--- src/rtl/jk_pkg.sv ---
// Shared encodings, next-state function and response record for the JK flop bank.
package jk_pkg;

    localparam int MAX_IDXW = 8;

    localparam logic [1:0] JK_HOLD   = 2'b00;
    localparam logic [1:0] JK_RESET  = 2'b01;
    localparam logic [1:0] JK_SET    = 2'b10;
    localparam logic [1:0] JK_TOGGLE = 2'b11;

    // idx is sized for the largest supported bank; narrower banks zero-extend.
    typedef struct packed {
        logic                src;
        logic [MAX_IDXW-1:0] idx;
        logic                q;
        logic                err;
    } rsp_t;

    function automatic logic jk_next(input logic q, input logic j, input logic k);
        case ({j, k})
            JK_HOLD:  return q;
            JK_RESET: return 1'b0;
            JK_SET:   return 1'b1;
            default:  return ~q;
        endcase
    endfunction

endpackage

--- src/rtl/jk_rr_arb2.sv ---
// Two-way round-robin arbiter; prio names the requester favoured on contention.
module jk_rr_arb2 (
    input  logic clk,
    input  logic rst,
    input  logic valid0,
    input  logic valid1,
    output logic ready0,
    output logic ready1,
    output logic gnt_valid,
    output logic gnt
);

    logic prio;
    logic fire0;
    logic fire1;

    // Readies look only at the other side's valid, so no valid->ready loop.
    assign ready0    = !rst && !(valid1 && prio);
    assign ready1    = !rst && !(valid0 && !prio);
    assign fire0     = valid0 && ready0;
    assign fire1     = valid1 && ready1;
    assign gnt_valid = fire0 || fire1;
    assign gnt       = fire1;

    always_ff @(posedge clk) begin
        if (rst)
            prio <= 1'b0;
        else if (fire0)
            prio <= 1'b1;
        else if (fire1)
            prio <= 1'b0;
    end

endmodule

--- src/rtl/jk_bank_arbiter.sv ---
// Bank of WIDTH JK flops updated one command per cycle by two round-robin requesters.
module jk_bank_arbiter
    import jk_pkg::*;
#(
    parameter  int WIDTH = 8,
    localparam int IDXW  = $clog2(WIDTH)
) (
    input  logic             clk,
    input  logic             rst,
    input  logic             req0_valid,
    output logic             req0_ready,
    input  logic [IDXW-1:0]  req0_idx,
    input  logic             req0_j,
    input  logic             req0_k,
    input  logic             req1_valid,
    output logic             req1_ready,
    input  logic [IDXW-1:0]  req1_idx,
    input  logic             req1_j,
    input  logic             req1_k,
    output logic [WIDTH-1:0] q,
    output logic [WIDTH-1:0] qn,
    output logic             rsp_valid,
    output logic             rsp_src,
    output logic [IDXW-1:0]  rsp_idx,
    output logic             rsp_q,
    output logic             rsp_err
);

    logic             gnt_valid;
    logic             gnt;
    logic [IDXW-1:0]  sel_idx;
    logic             sel_j;
    logic             sel_k;
    logic [WIDTH-1:0] q_nxt;
    logic             new_bit;
    logic             hit;
    rsp_t             rsp_r;

    jk_rr_arb2 u_arb (
        .clk       (clk),
        .rst       (rst),
        .valid0    (req0_valid),
        .valid1    (req1_valid),
        .ready0    (req0_ready),
        .ready1    (req1_ready),
        .gnt_valid (gnt_valid),
        .gnt       (gnt)
    );

    assign sel_idx = gnt ? req1_idx : req0_idx;
    assign sel_j   = gnt ? req1_j   : req0_j;
    assign sel_k   = gnt ? req1_k   : req0_k;

    // One-hot decode doubles as the range check: an index past WIDTH matches nothing.
    always_comb begin
        q_nxt   = q;
        new_bit = 1'b0;
        hit     = 1'b0;
        for (int i = 0; i < WIDTH; i++) begin
            if (sel_idx == IDXW'(i)) begin
                hit      = 1'b1;
                new_bit  = jk_next(q[i], sel_j, sel_k);
                q_nxt[i] = new_bit;
            end
        end
    end

    always_ff @(posedge clk) begin
        if (rst) begin
            q         <= '0;
            rsp_valid <= 1'b0;
            rsp_r     <= '0;
        end else begin
            rsp_valid <= gnt_valid;
            if (gnt_valid) begin
                q     <= q_nxt;
                rsp_r <= '{src: gnt, idx: MAX_IDXW'(sel_idx), q: new_bit, err: !hit};
            end
        end
    end

    assign qn      = ~q;
    assign rsp_src = rsp_r.src;
    assign rsp_idx = IDXW'(rsp_r.idx);
    assign rsp_q   = rsp_r.q;
    assign rsp_err = rsp_r.err;

endmodule

--- config.mk ---
export PLATFORM = sky130hd
export DESIGN_NAME = jk_bank_arbiter
export DESIGN_NICKNAME = d
export VERILOG_FILES = /design/src/rtl/jk_pkg.sv /design/src/rtl/jk_rr_arb2.sv /design/src/rtl/jk_bank_arbiter.sv
export SDC_FILE = /design/constraint.sdc
export NUM_CORES = 1
export LEC_CHECK = 0
export BUFFER_PORTS_ARGS = -buffer_cell sky130_fd_sc_hd__buf_2
export CORE_ASPECT_RATIO = 0.6
export CORE_UTILIZATION = 43
export CTS_BUF_LIST = sky130_fd_sc_hd__clkbuf_16
export CTS_CLUSTER_DIAMETER = 150
export DETAILED_ROUTE_END_ITERATION = 10
export GPL_TIMING_DRIVEN = 0
export MAX_ROUTING_LAYER = met4
export PLACE_DENSITY = 0.84
export SKIP_LAST_GASP = 1
export SLEW_MARGIN = 20
export SYNTH_ARGS = -nofsm -noshare
export SYNTH_HDL_FRONTEND = slang
export SYNTH_HIERARCHICAL = 1
export SYNTH_SLANG_ARGS = --single-unit
--- constraint.sdc ---
create_clock -name clk -period 2.05 [get_ports clk]
set_input_delay 0.3075 -clock clk [delete_from_list [all_inputs] [get_ports clk]]
set_output_delay 0.3075 -clock clk [all_outputs]
set_load 0.005 [all_outputs]
# After elaboration in Yosys (flattened, before gate mapping)
# Cells that the tools add are included.
[word_totals] ff_bits=16 latchBits=0 ramBits=0 mem_bits_ro=0 elab_cells=84 mem_count=0
[classes] add_sub_neg=0 multipliers=0 div_mod_pow=0 magnitude_cmp=0 eq_ne=9 n_shift=0 mux=29 bitwise=9 reduce_logical=23
[ops] operator="case mux 1 bit (3 select lines)" n=8
[ops] operator="2-to-1 mux 1 bit" n=20
[ops] operator="AND reduction 2 bit" n=8
[ops] operator="== test 3 bit (second input constant)" n=4
[ops] operator="NOT 1 bit" n=8
[ops] operator="NOT 8 bit" n=1
[ops] operator="== test 3 x 2 -> 1 bit (second input constant)" n=2
[ops] operator="logical AND 1 bit" n=6
[ops] operator="logical NOT 1 bit" n=5
[ops] operator="== test 3 x 1 -> 1 bit (second input constant)" n=1
[ops] operator="logical NOT 3 bit" n=1
[ops] operator="2-to-1 mux 3 bit" n=1
[ops] operator="== test 2 x 1 -> 1 bit (second input constant)" n=1
[ops] operator="== test 2 bit (second input constant)" n=1
[ops] operator="logical NOT 2 bit" n=1
[ops] operator="nonzero test 2 bit" n=1
[ops] operator="logical OR 1 bit" n=1

# Logic depth before layout (Yosys ltp)
# Gate-level depths: netlist of run 1.
[logic_depth] ltp_word=16 depth_mapped=9 depth_no_buf=7

# By module
# The synthesis of run 1 kept the hierarchy.
[by_module_without_submodules] module="jk_bank_arbiter" instances=1 cells_each=112 area_per_inst_um2=970.9
[by_module_without_submodules] module="jk_rr_arb2" instances=1 cells_each=9 area_per_inst_um2=68.8

# Least setup slack after synthesis of run 1
# No wires, ideal clock.
[synth_timing] kind="register to register" startpoint="register u_arb.prio" endpoint="register rsp_r, in the netlist rsp_q" setup_time_ns=0.120 arrival_ns=1.864 required_time_ns=1.930 setup_slack_ns=0.066 stages_incl_launch_ff=8 path_buffers=1 path_cell_list="dfxtp_1 inv_1 a211oi_2 buf_6 mux4_1 a32oi_1 nor2_1 a211o_1"
[synth_between] elab_chain_len=16 word_cells_on_any_way=40
[synth_lines] element="start: declaration" line="jk_rr_arb2.sv:13" text="logic prio;"
[synth_lines] element="start signal: assignment" line="jk_rr_arb2.sv:27" text="prio <= 1'b0;"
[synth_lines] element="start signal: assignment" line="jk_rr_arb2.sv:29" text="prio <= 1'b1;"
[synth_lines] element="start signal: assignment" line="jk_rr_arb2.sv:31" text="prio <= 1'b0;"
[synth_lines] element="logical NOT 1 bit *" line="jk_rr_arb2.sv:19" text="assign ready1 = !rst && !(valid0 && !prio);"
[synth_lines] element="logical AND 1 bit *" line="jk_rr_arb2.sv:19"
[synth_lines] element="logical NOT 1 bit *" line="jk_rr_arb2.sv:19"
[synth_lines] element="logical AND 1 bit *" line="jk_rr_arb2.sv:19"
[synth_lines] element="logical AND 1 bit *" line="jk_rr_arb2.sv:21" text="assign fire1 = valid1 && ready1;"
[synth_lines] element="net gnt" line="jk_bank_arbiter.sv:30" text="logic gnt;"
[synth_lines] element="2-to-1 mux 1 bit, on equally long branches" line="jk_bank_arbiter.sv:52, jk_bank_arbiter.sv:51"
[synth_lines] element="== test 2 bit, or another cell as far along" line="jk_pkg.sv:20" text="case ({j, k})"
[synth_lines] element="case mux 1 bit (3 select lines)" line="jk_pkg.sv:20"
[synth_lines] element="2-to-1 mux 1 bit (8 in a row)" line="jk_bank_arbiter.sv:60" text="if (sel_idx == IDXW'(i)) begin"
[synth_lines] element="end signal: assignment" line="jk_bank_arbiter.sv:77" text="rsp_r <= '{src: gnt, idx: MAX_IDXW'(sel_idx), q: new_bit, err: !hit};"
[synth_lines] element="end: declaration" line="jk_bank_arbiter.sv:37" text="rsp_t rsp_r;"
# The timed path passes the listed nets; every way through them passes the cells marked *.
# A chain may end at the register's enable or synchronous reset.

# Worst setup path in the final report of run 1
# Ends and elaborated chain as after synthesis.

==> results of run 1 <==
-- per-stage QoR --
stage / setup TNS, ns / hold WS (ns) / util [%] / cell area (um^2)
global placement: -0.2631 / 0.4639 / 56.88 / 1267
floorplan: 0 / 0.4177 / - / 1040
finish: 0 / 0.3505 / 65.30 / 1455
CTS: 0 / 0.3493 / 63.22 / 1409
detailed placement: -0.4717 / 0.4702 / 56.88 / 1267
global route: -0.04165 / 0.3688 / 65.30 / 1455
-- cell type report --
class                           count  area [um^2]
Buffer                              5        30.03
Clock buffer                        3        75.07
Clock inverter                      1        3.754
Fill cell                         176        773.2
Inverter                           16        60.06
Multi-Input combinational cell     84        679.4
Sequential cell                    16        321.6
Tap cell                           30        37.54
Timing Repair Buffer               46        247.7
-- per-layer routing --
metal / share of wire, % / GRT usage [%] / wire [um] / vias up
met1: 46 / 30.89 / 1444 / 583
li1: - / - / - / 551
met4: 0.45 / 2.717 / 14 / 0
met5: 0 / - / 0 / -
met3: 7.8 / 5.682 / 244 / 4
met2: 46 / 38.14 / 1434 / 59
-- cells by family after synthesis --
group	Yosys count
mux	15
compound gates	35
simple gates	34
flops	16
buf+inv	21
-- worst max-delay path by stage --
stage | from | to | slack, ns | depth (start not counted)
after floorplan | u_arb/prio | rsp_q | 0.07 | 7
after global placement | req1_valid | rsp_q | -0.22 | 9
after detailed placement | req1_valid | rsp_q | -0.25 | 9
after CTS | u_arb/prio | rsp_q | 0.00007 | 8
after global routing | u_arb/prio | rsp_q | -0.04 | 8
final | u_arb/prio | rsp_q | 0.03 | 8
-- cell usage after synthesis, drive strengths merged --
library cell / n
a31oi: 4
o22ai: 2
o21a: 1
mux2i: 9
nor3b: 1
nor3: 3
buf: 2
nand2: 5
a21oi: 9
or3b: 2
nand3: 3
o31ai: 1
nand2b: 1
a311oi: 6
dfxtp: 16
nand3b: 1
nor4: 1
o211ai: 2
clkbuf: 3
o31a: 1
mux2: 3
o21ai: 3
and2b: 1
mux4: 3
a211oi: 4
a211o: 1
and3: 2
nor2: 12
inv: 16
nor2b: 1
a32oi: 1
and2: 1
-- power groups by stage --
stage	combinational [uW]	sequential [uW]	clock [uW]
finish	205	334	384
floorplan	101	340	0
global placement	158	339	0
global route	219	334	403
CTS	182	333	387
detailed placement	164	340	0
-- timing repair --
| action | in CTS | in global routing |
|---|---|---|
| setup buffers | 3 | 4 |
| setup endpoints to repair | 5 | 6 |
| gates cloned | 1 | 0 |
| endpoints found under the hold margin | 0 | 0 |
| pin swaps | 2 | 4 |
| gates resized for setup | 7 | 7 |
-- critical path, cell delays in order, from the launching register on --
cell and delay, ns:
dfxtp_2 0.33, inv_2 0.05, a211oi_4 0.23, buf_6 0.17, mux2_4 0.35, mux2_4 0.30, a21oi_4 0.13, a211oi_2 0.06
a211o_1 0.28
-- registers in the layout (all words and copies together) (netlist names) --
signal,cells
u_arb/prio,1
rsp_idx,3
rsp_src,1
rsp_q,1
q,8
rsp_valid,1
rsp_err,1
==> flow_metrics.tcl, run 1 <==
set metrics [dict create \
    cts.sink_count 16 \
    gp_congestion 0.9247 \
    worstHoldStart "req0_valid" \
    layout_common_cells "buf_2 (39), dfxtp_1 (15), inv_1 (14)" \
    drcViolationCount 0 \
    synthSimpleGateAreaFrac_pct 16.61 \
    tightest_slew_ns 0.5201 \
    grt_pass1_vias 947 \
    postSynthAreaPerCell_um2 8.593 \
    power_frac_clock_pct 41.7 \
    period_needed_ns 2.024 \
    synth_adder_area_share_pct 0 \
    p_sw_share_pct 26.75 \
    rows 13 \
    htree_levels 1 \
    pwr-share-comb_pct 22.2 \
    critical_path.max_fanout 6 \
    ys_types 40 \
    finClkSkew_ns 0.002692 \
    syn_nets 135 \
    yosysWarnings 6 \
    report.final.hold_viol_count 0 \
    clkTransAtPathRegs_ns 0.05 \
    leakagePower_uw 0.0006500 \
    hold_path_depth 2 \
    muxShareOfSynthArea_pct 19.86 \
    die_h_um 40.09 \
    wirelength_mm 3.138 \
    post-place-ws_ns -0.2489 \
    clockBufferDepth 2 \
    fin_ws_ns 0.02581 \
    synth_top_family_by_area "compound AO/OA/AOI/OAI gates" \
    drv_cap 0 \
    syn_inst 121 \
    synth_compound_area_share_pct 24.07 \
    drive_above_1_share_pct 41.52 \
    drt_iter0_drc 91 \
    hold_buffers 0 \
    dp_hpwl_mm 2.161 \
    powerDensity_nw_per_um2 634.4 \
    pin_count 39 \
    cts_tree "built" \
    synth_top_area_cell "dfxtp_1" \
    cp-end-kind "register" \
    cp.required_ns 2.18 \
    holdPathEnd "u_arb/prio" \
    port_buffers 38 \
    internal-power_uw 676.1 \
    grt_max_degree 11 \
    finalSetupViolCount 0 \
    cts_buffers 3 \
    status "finished clean" \
    area_growth_syn_to_layout_pct 39.95 \
    die_w_um 65.48 \
    r2r-end "rsp_q" \
    drv_slew 0 \
    slew_headroom_pct 65.09 \
    n_antenna_cell 0 \
    vias 1197 \
    grt_pass1_wl_mm 4.374 \
    wl_per_cell_um 15.61 \
    pwr-share-seq_pct 36.2 \
    ant_nets 0 \
    critical_path.startpoint_type "register" \
    cp.arrival_ns 2.15 \
    total_power_uw 923.1 \
    cts-root-buf "clkbuf_16" \
    yosys-top-cells-area "dfxtp_1 (31%), mux2i_1 (7.7%), inv_1 (5.4%)" \
    antenna_found_initial 0 \
    r2r_cells 8 \
    coreArea_um2 2228 \
    overflow 0 \
    fin_crit_sh_pct 98.74 \
    reg2reg_slack_ns 0.03 \
    synth.top_cell.area_share_pct 30.81 \
    ys_seq_elements 16 \
    grtUsageTotal_pct 23.44 \
    path_class "register to register" \
    synth-xor-area-share_pct 0 \
    instances_no_fill 201 \
    final_common_cell "buf_2" \
    r2r_start "u_arb/prio" \
    power_switching_uw 247.0 \
    ys_seq_area_share_pct 30.81 \
    die_area_um2 2625 \
    drt_first_pass_iters 4 \
    synth.cell_area_um2 1040 \
    peakVddDrop_v 0.0003132 \
    hp-class "primary input to register" \
    via_per_inst 5.955 \
    dp.cells 189 \
    maxClockFrequency_mhz 494.0 \
    start_util_pct 46.66 \
    clock_latency_ns 0.25 \
    layout.nets 186 \
]
(Power assumes the default switching activity.)
==> run 2, diff against run 1 <==
--- a/config.mk
+++ b/config.mk
@@ -13,7 +13,7 @@
 export DETAILED_ROUTE_END_ITERATION = 10
 export GPL_TIMING_DRIVEN = 0
 export MAX_ROUTING_LAYER = met4
-export PLACE_DENSITY = 0.84
+export PLACE_DENSITY = 0.85
 export SKIP_LAST_GASP = 1
 export SLEW_MARGIN = 20
 export SYNTH_ARGS = -nofsm -noshare
==> flow_metrics.tcl, run 2 (same netlist as run 1, synthesis figures left out) <==
set metrics [dict create \
    drv_slew 0 \
    rows 13 \
    grt-busiest-layer "met2" \
    multiInputGateArea_um2 661.9 \
    layout.nets 186 \
    hold_path_depth 2 \
    critical_path.max_fanout 8 \
    largest_reg_flops 8 \
    start_util_pct 46.66 \
    r2r_cells 7 \
    r2r_start "u_arb/prio" \
    largest-register "q" \
    wirelength_mm 2.949 \
    die_area_um2 2625 \
    holdPathEnd "u_arb/prio" \
    drv_cap 0 \
    gr-usage-met2_pct 39.18 \
    finish.utilization_pct 64.63 \
    n_antenna_cell 0 \
    path_class "register to register" \
    whs_ns 0.3586 \
    r2r-end "rsp_q" \
    peakVddDrop_v 0.0003896 \
    cts_buffers 3 \
    status "finished clean" \
    finalSetupViolCount 0 \
    layout_common_cells "buf_2 (38), dfxtp_1 (15), inv_1 (14)" \
    slew_headroom_pct 65.92 \
    placed_area_um2 1267 \
    clock_latency_ns 0.24 \
    wl_per_cell_um 14.67 \
    overflow 0 \
    fin_crit_sh_pct 98.26 \
    grtUsageTotal_pct 24.27 \
    vias 1164 \
    powerDensity_nw_per_um2 626.6 \
    leakagePower_uw 0.0006505 \
    cp.arrival_ns 2.15 \
    instances_no_fill 201 \
    dp.cells 189 \
    reg2reg_slack_ns 0.04 \
    fill_cells 182 \
    fin_area_um2 1440 \
    period_needed_ns 2.014 \
    drcViolationCount 0 \
    finClkSkew_ns 0.002329 \
    htree_levels 1 \
    cts.sink_count 16 \
    die_w_um 65.48 \
    worstHoldStart "req0_valid" \
    grt_max_degree 11 \
    via_per_inst 5.791 \
    area_growth_syn_to_layout_pct 38.51 \
    cts-root-buf "clkbuf_16" \
    rsz0062_at_grt "true" \
    gp_congestion 0.9066 \
    die_h_um 40.09 \
    grt_pass1_vias 962 \
    final_common_cell "buf_2" \
    pin_count 39 \
    port_buffers 38 \
    coreArea_um2 2228 \
    use_met3_pct 7.102 \
    drive_above_1_share_pct 39.77 \
    clockBufferDepth 2 \
    critical_path.startpoint_type "register" \
    drt_first_pass_iters 4 \
    maxClockFrequency_mhz 496.5 \
    report.final.hold_viol_count 0 \
    regArea_um2 321.6 \
    hp-class "primary input to register" \
    cts_tree "built" \
    tightest_slew_ns 0.5078 \
    cp.required_ns 2.18 \
    gr-usage-met1_pct 30.44 \
    antenna_found_initial 0 \
    grt_pass1_wl_mm 4.429 \
    drt_iter0_drc 84 \
    total_power_uw 902.4 \
    cp-end-kind "register" \
    clkTransAtPathRegs_ns 0.05 \
    dp_hpwl_mm 2.162 \
    ant_nets 0 \
]
==> run 2: cell counts in the layout (fill, tap and decap cells not counted) <==
No cell type changed its count.
==> run 2: layout make-up <==
class | instances | share of cell area, %
clock inverter | 1 | 0.2606
clock buffer | 3 | 5.213
buffer | 5 | 2.085
inverter | 16 | 4.170
tap | 30 | 2.606
timing repair buffer | 46 | 17.38
multi-input combinational | 84 | 45.96
sequential | 16 | 22.33
==> run 2: how the worst max path moves through the flow <==
stage	from	endpoint	cells past startpoint	slack [ns]
floorplan	u_arb/prio	rsp_q	7	0.07
global placement	req1_valid	rsp_q	9	-0.20
detailed placement	req1_valid	rsp_q	9	-0.26
CTS	u_arb/prio	rsp_q	7	0.02
global route	u_arb/prio	rsp_q	9	-0.06
finish	u_arb/prio	rsp_q	7	0.04
==> run 2: metal layers <==
layer / up-vias / part of all wire, %
li1: 549 / -
met1: 547 / 46
met2: 60 / 45
met3: 8 / 8.2
met4: 0 / 1.4
met5: - / 0
==> run 2: worst max-delay path, stage by stage, from the launching register on <==
cell	delay (ns)
dfxtp_2	0.33
inv_2	0.05
a211oi_4	0.26
buf_6	0.17
mux4_1	0.55
a32oi_1	0.21
nor2_1	0.06
a211o_1	0.27
==> run 2: timing repair <==
item                                    CTS  global route
pin swaps                                 2             2
hold buffers                              0             0
hold endpoints to repair                  0             0
endpoints found under the setup margin    4             5
buffers inserted                          4             4
resized for setup                         5             2
==> run 2: through the flow <==
stage	setup TNS (ns)	worst slack [ns]
2_1_floorplan	0	0.06591
3_3_place_gp	-0.2492	-0.2013
3_5_place_dp	-0.5007	-0.2598
4_1_cts	0	0.01704
5_1_grt	-0.08636	-0.06052
6_report	0	0.03571
==> run 2: report_power, final <==
group          switching, uW  internal [uW]  leakage [uW]
Combinational            105           87.9      0.000481
Clock                    117            258     0.0000385
Sequential              8.80            325      0.000131
==> run 3, diff against run 2 <==
--- a/config.mk
+++ b/config.mk
@@ -7,13 +7,13 @@
 export LEC_CHECK = 0
 export BUFFER_PORTS_ARGS = -buffer_cell sky130_fd_sc_hd__buf_2
 export CORE_ASPECT_RATIO = 0.6
-export CORE_UTILIZATION = 43
-export CTS_BUF_LIST = sky130_fd_sc_hd__clkbuf_16
+export CORE_UTILIZATION = 40
+export CTS_BUF_LIST = sky130_fd_sc_hd__clkbuf_8
 export CTS_CLUSTER_DIAMETER = 150
 export DETAILED_ROUTE_END_ITERATION = 10
 export GPL_TIMING_DRIVEN = 0
 export MAX_ROUTING_LAYER = met4
-export PLACE_DENSITY = 0.85
+export PLACE_DENSITY = 0.81
 export SKIP_LAST_GASP = 1
 export SLEW_MARGIN = 20
 export SYNTH_ARGS = -nofsm -noshare
==> flow_metrics.tcl, run 3 (same netlist as run 1, synthesis figures left out) <==
set metrics [dict create \
    reg2reg_slack_ns 0.03 \
    maxClockFrequency_mhz 495.0 \
    die_area_um2 2814 \
    drv_slew 0 \
    tightest_slew_ns 0.5115 \
    worstSetupEndpoint "rsp_q" \
    grt_pass1_wl_mm 4.602 \
    finClkSkew_ns 0.002984 \
    largest_reg_flops 8 \
    peakVddDrop_v 0.0002943 \
    rsz0062_at_grt "true" \
    rows 13 \
    slew_headroom_pct 65.90 \
    dp_hpwl_mm 2.054 \
    whs_ns 0.3384 \
    grtUsageTotal_pct 22.93 \
    cts-root-buf "clkbuf_8" \
    wl_per_cell_um 14.46 \
    via_per_inst 5.538 \
    layout_common_cells "buf_2 (39), dfxtp_1 (15), inv_1 (14)" \
    path_class "register to register" \
    pin_count 39 \
    largest-register "q" \
    wirelength_mm 2.878 \
    instances_no_fill 199 \
    clkTransAtPathRegs_ns 0.07 \
    clock_latency_ns 0.26 \
    n_antenna_cell 0 \
    r2r-end "rsp_q" \
    cp-startpoint "u_arb/prio" \
    period_needed_ns 2.020 \
    dp.cells 189 \
    area_growth_syn_to_layout_pct 36.46 \
    critical_path.startpoint_type "register" \
    gp_congestion 0.9398 \
    layout.nets 184 \
    drive_above_1_share_pct 41.42 \
    finalSetupViolCount 0 \
    cp-end-kind "register" \
    clockBufferDepth 2 \
    powerDensity_nw_per_um2 573.5 \
    drt_first_pass_iters 4 \
    hold_buffers 0 \
    drt_iter0_drc 95 \
    vias 1102 \
    overflow 0 \
    fill_cells 197 \
    r2r_start "u_arb/prio" \
    cts_tree "built" \
    total_power_uw 813.8 \
    start_util_pct 45.02 \
    final_common_cell "buf_2" \
    critical_path.max_fanout 4 \
    r2r_cells 8 \
    ant_nets 0 \
    htree_levels 1 \
    status "finished clean" \
    hp-class "primary input to register" \
    drv_cap 0 \
    die_h_um 41.49 \
    antenna_found_initial 0 \
    report.final.hold_viol_count 0 \
    coreArea_um2 2310 \
    grt_pass1_vias 979 \
    die_w_um 67.82 \
    cp.required_ns 2.26 \
    grt_max_degree 11 \
    drcViolationCount 0 \
    port_buffers 38 \
    cts_buffers 3 \
    cp.arrival_ns 2.23 \
    leakagePower_uw 0.0006355 \
    cts.sink_count 16 \
    fin_crit_sh_pct 98.55 \
]
==> run 3: report_power, final <==
group / switching, uW / total (uW) / internal [uW]
combinational: 106 / 191 / 84.9
sequential: 8.10 / 333 / 325
clock: 119 / 290 / 171
==> run 3: final cells by class <==
type / count / area (um^2) / share of cell area (%)
Buffer: 5 / 30.03 / 2.116
Clock buffer: 4 / 55.05 / 3.880
Inverter: 16 / 60.06 / 4.233
Multi-Input combinational cell: 84 / 681.9 / 48.06
Sequential cell: 16 / 321.6 / 22.66
Tap cell: 30 / 37.54 / 2.646
Timing Repair Buffer: 44 / 232.7 / 16.40
==> run 3: through the flow <==
stage               utilization, %  setup TNS, ns  worst slack, ns  area, um^2
floorplan                        -              0          0.06591        1040
finish                       61.43              0          0.02979        1419
global route                 61.43        -0.1152         -0.05157        1419
CTS                          60.62     -0.0002303       -0.0002303        1400
global placement             54.88        -0.3311          -0.2376        1267
detailed placement           54.88        -0.5947          -0.2832        1267
==> run 3: worst min path at each step <==
stage	from	to	slack (ns)	depth (start not counted)
after floorplan	req0_valid	u_arb/prio	0.42	1
after global placement	rsp_err	rsp_err	0.46	1
after detailed placement	rsp_err	rsp_err	0.47	1
after CTS	req0_valid	u_arb/prio	0.32	2
after global routing	req0_valid	u_arb/prio	0.34	2
final	req0_valid	u_arb/prio	0.34	2
==> run 3: routing by layer <==
layer | wire (um) | global-route usage [%] | up-vias
met3 | 210 | 6.593 | 5
met5 | 0 | - | -
met2 | 1255 | 31.29 | 46
met4 | 33 | 8.750 | 0
li1 | - | - | 544
met1 | 1378 | 31.59 | 507
==> run 3: critical path, cell delays in order, from the launching register on <==
cell      delay [ns]
dfxtp_2         0.33
inv_2           0.05
a211oi_4        0.27
buf_4           0.16
buf_2           0.12
buf_4           0.12
mux4_1          0.55
a211oi_2        0.22
a211o_1         0.14
==> run 3: timing repair <==
action	in CTS	in global routing
resized for setup	7	5
setup buffers	5	0
pin swaps	2	1
gates cloned	1	0
setup endpoints to repair	5	7
endpoints found under the hold margin	0	0
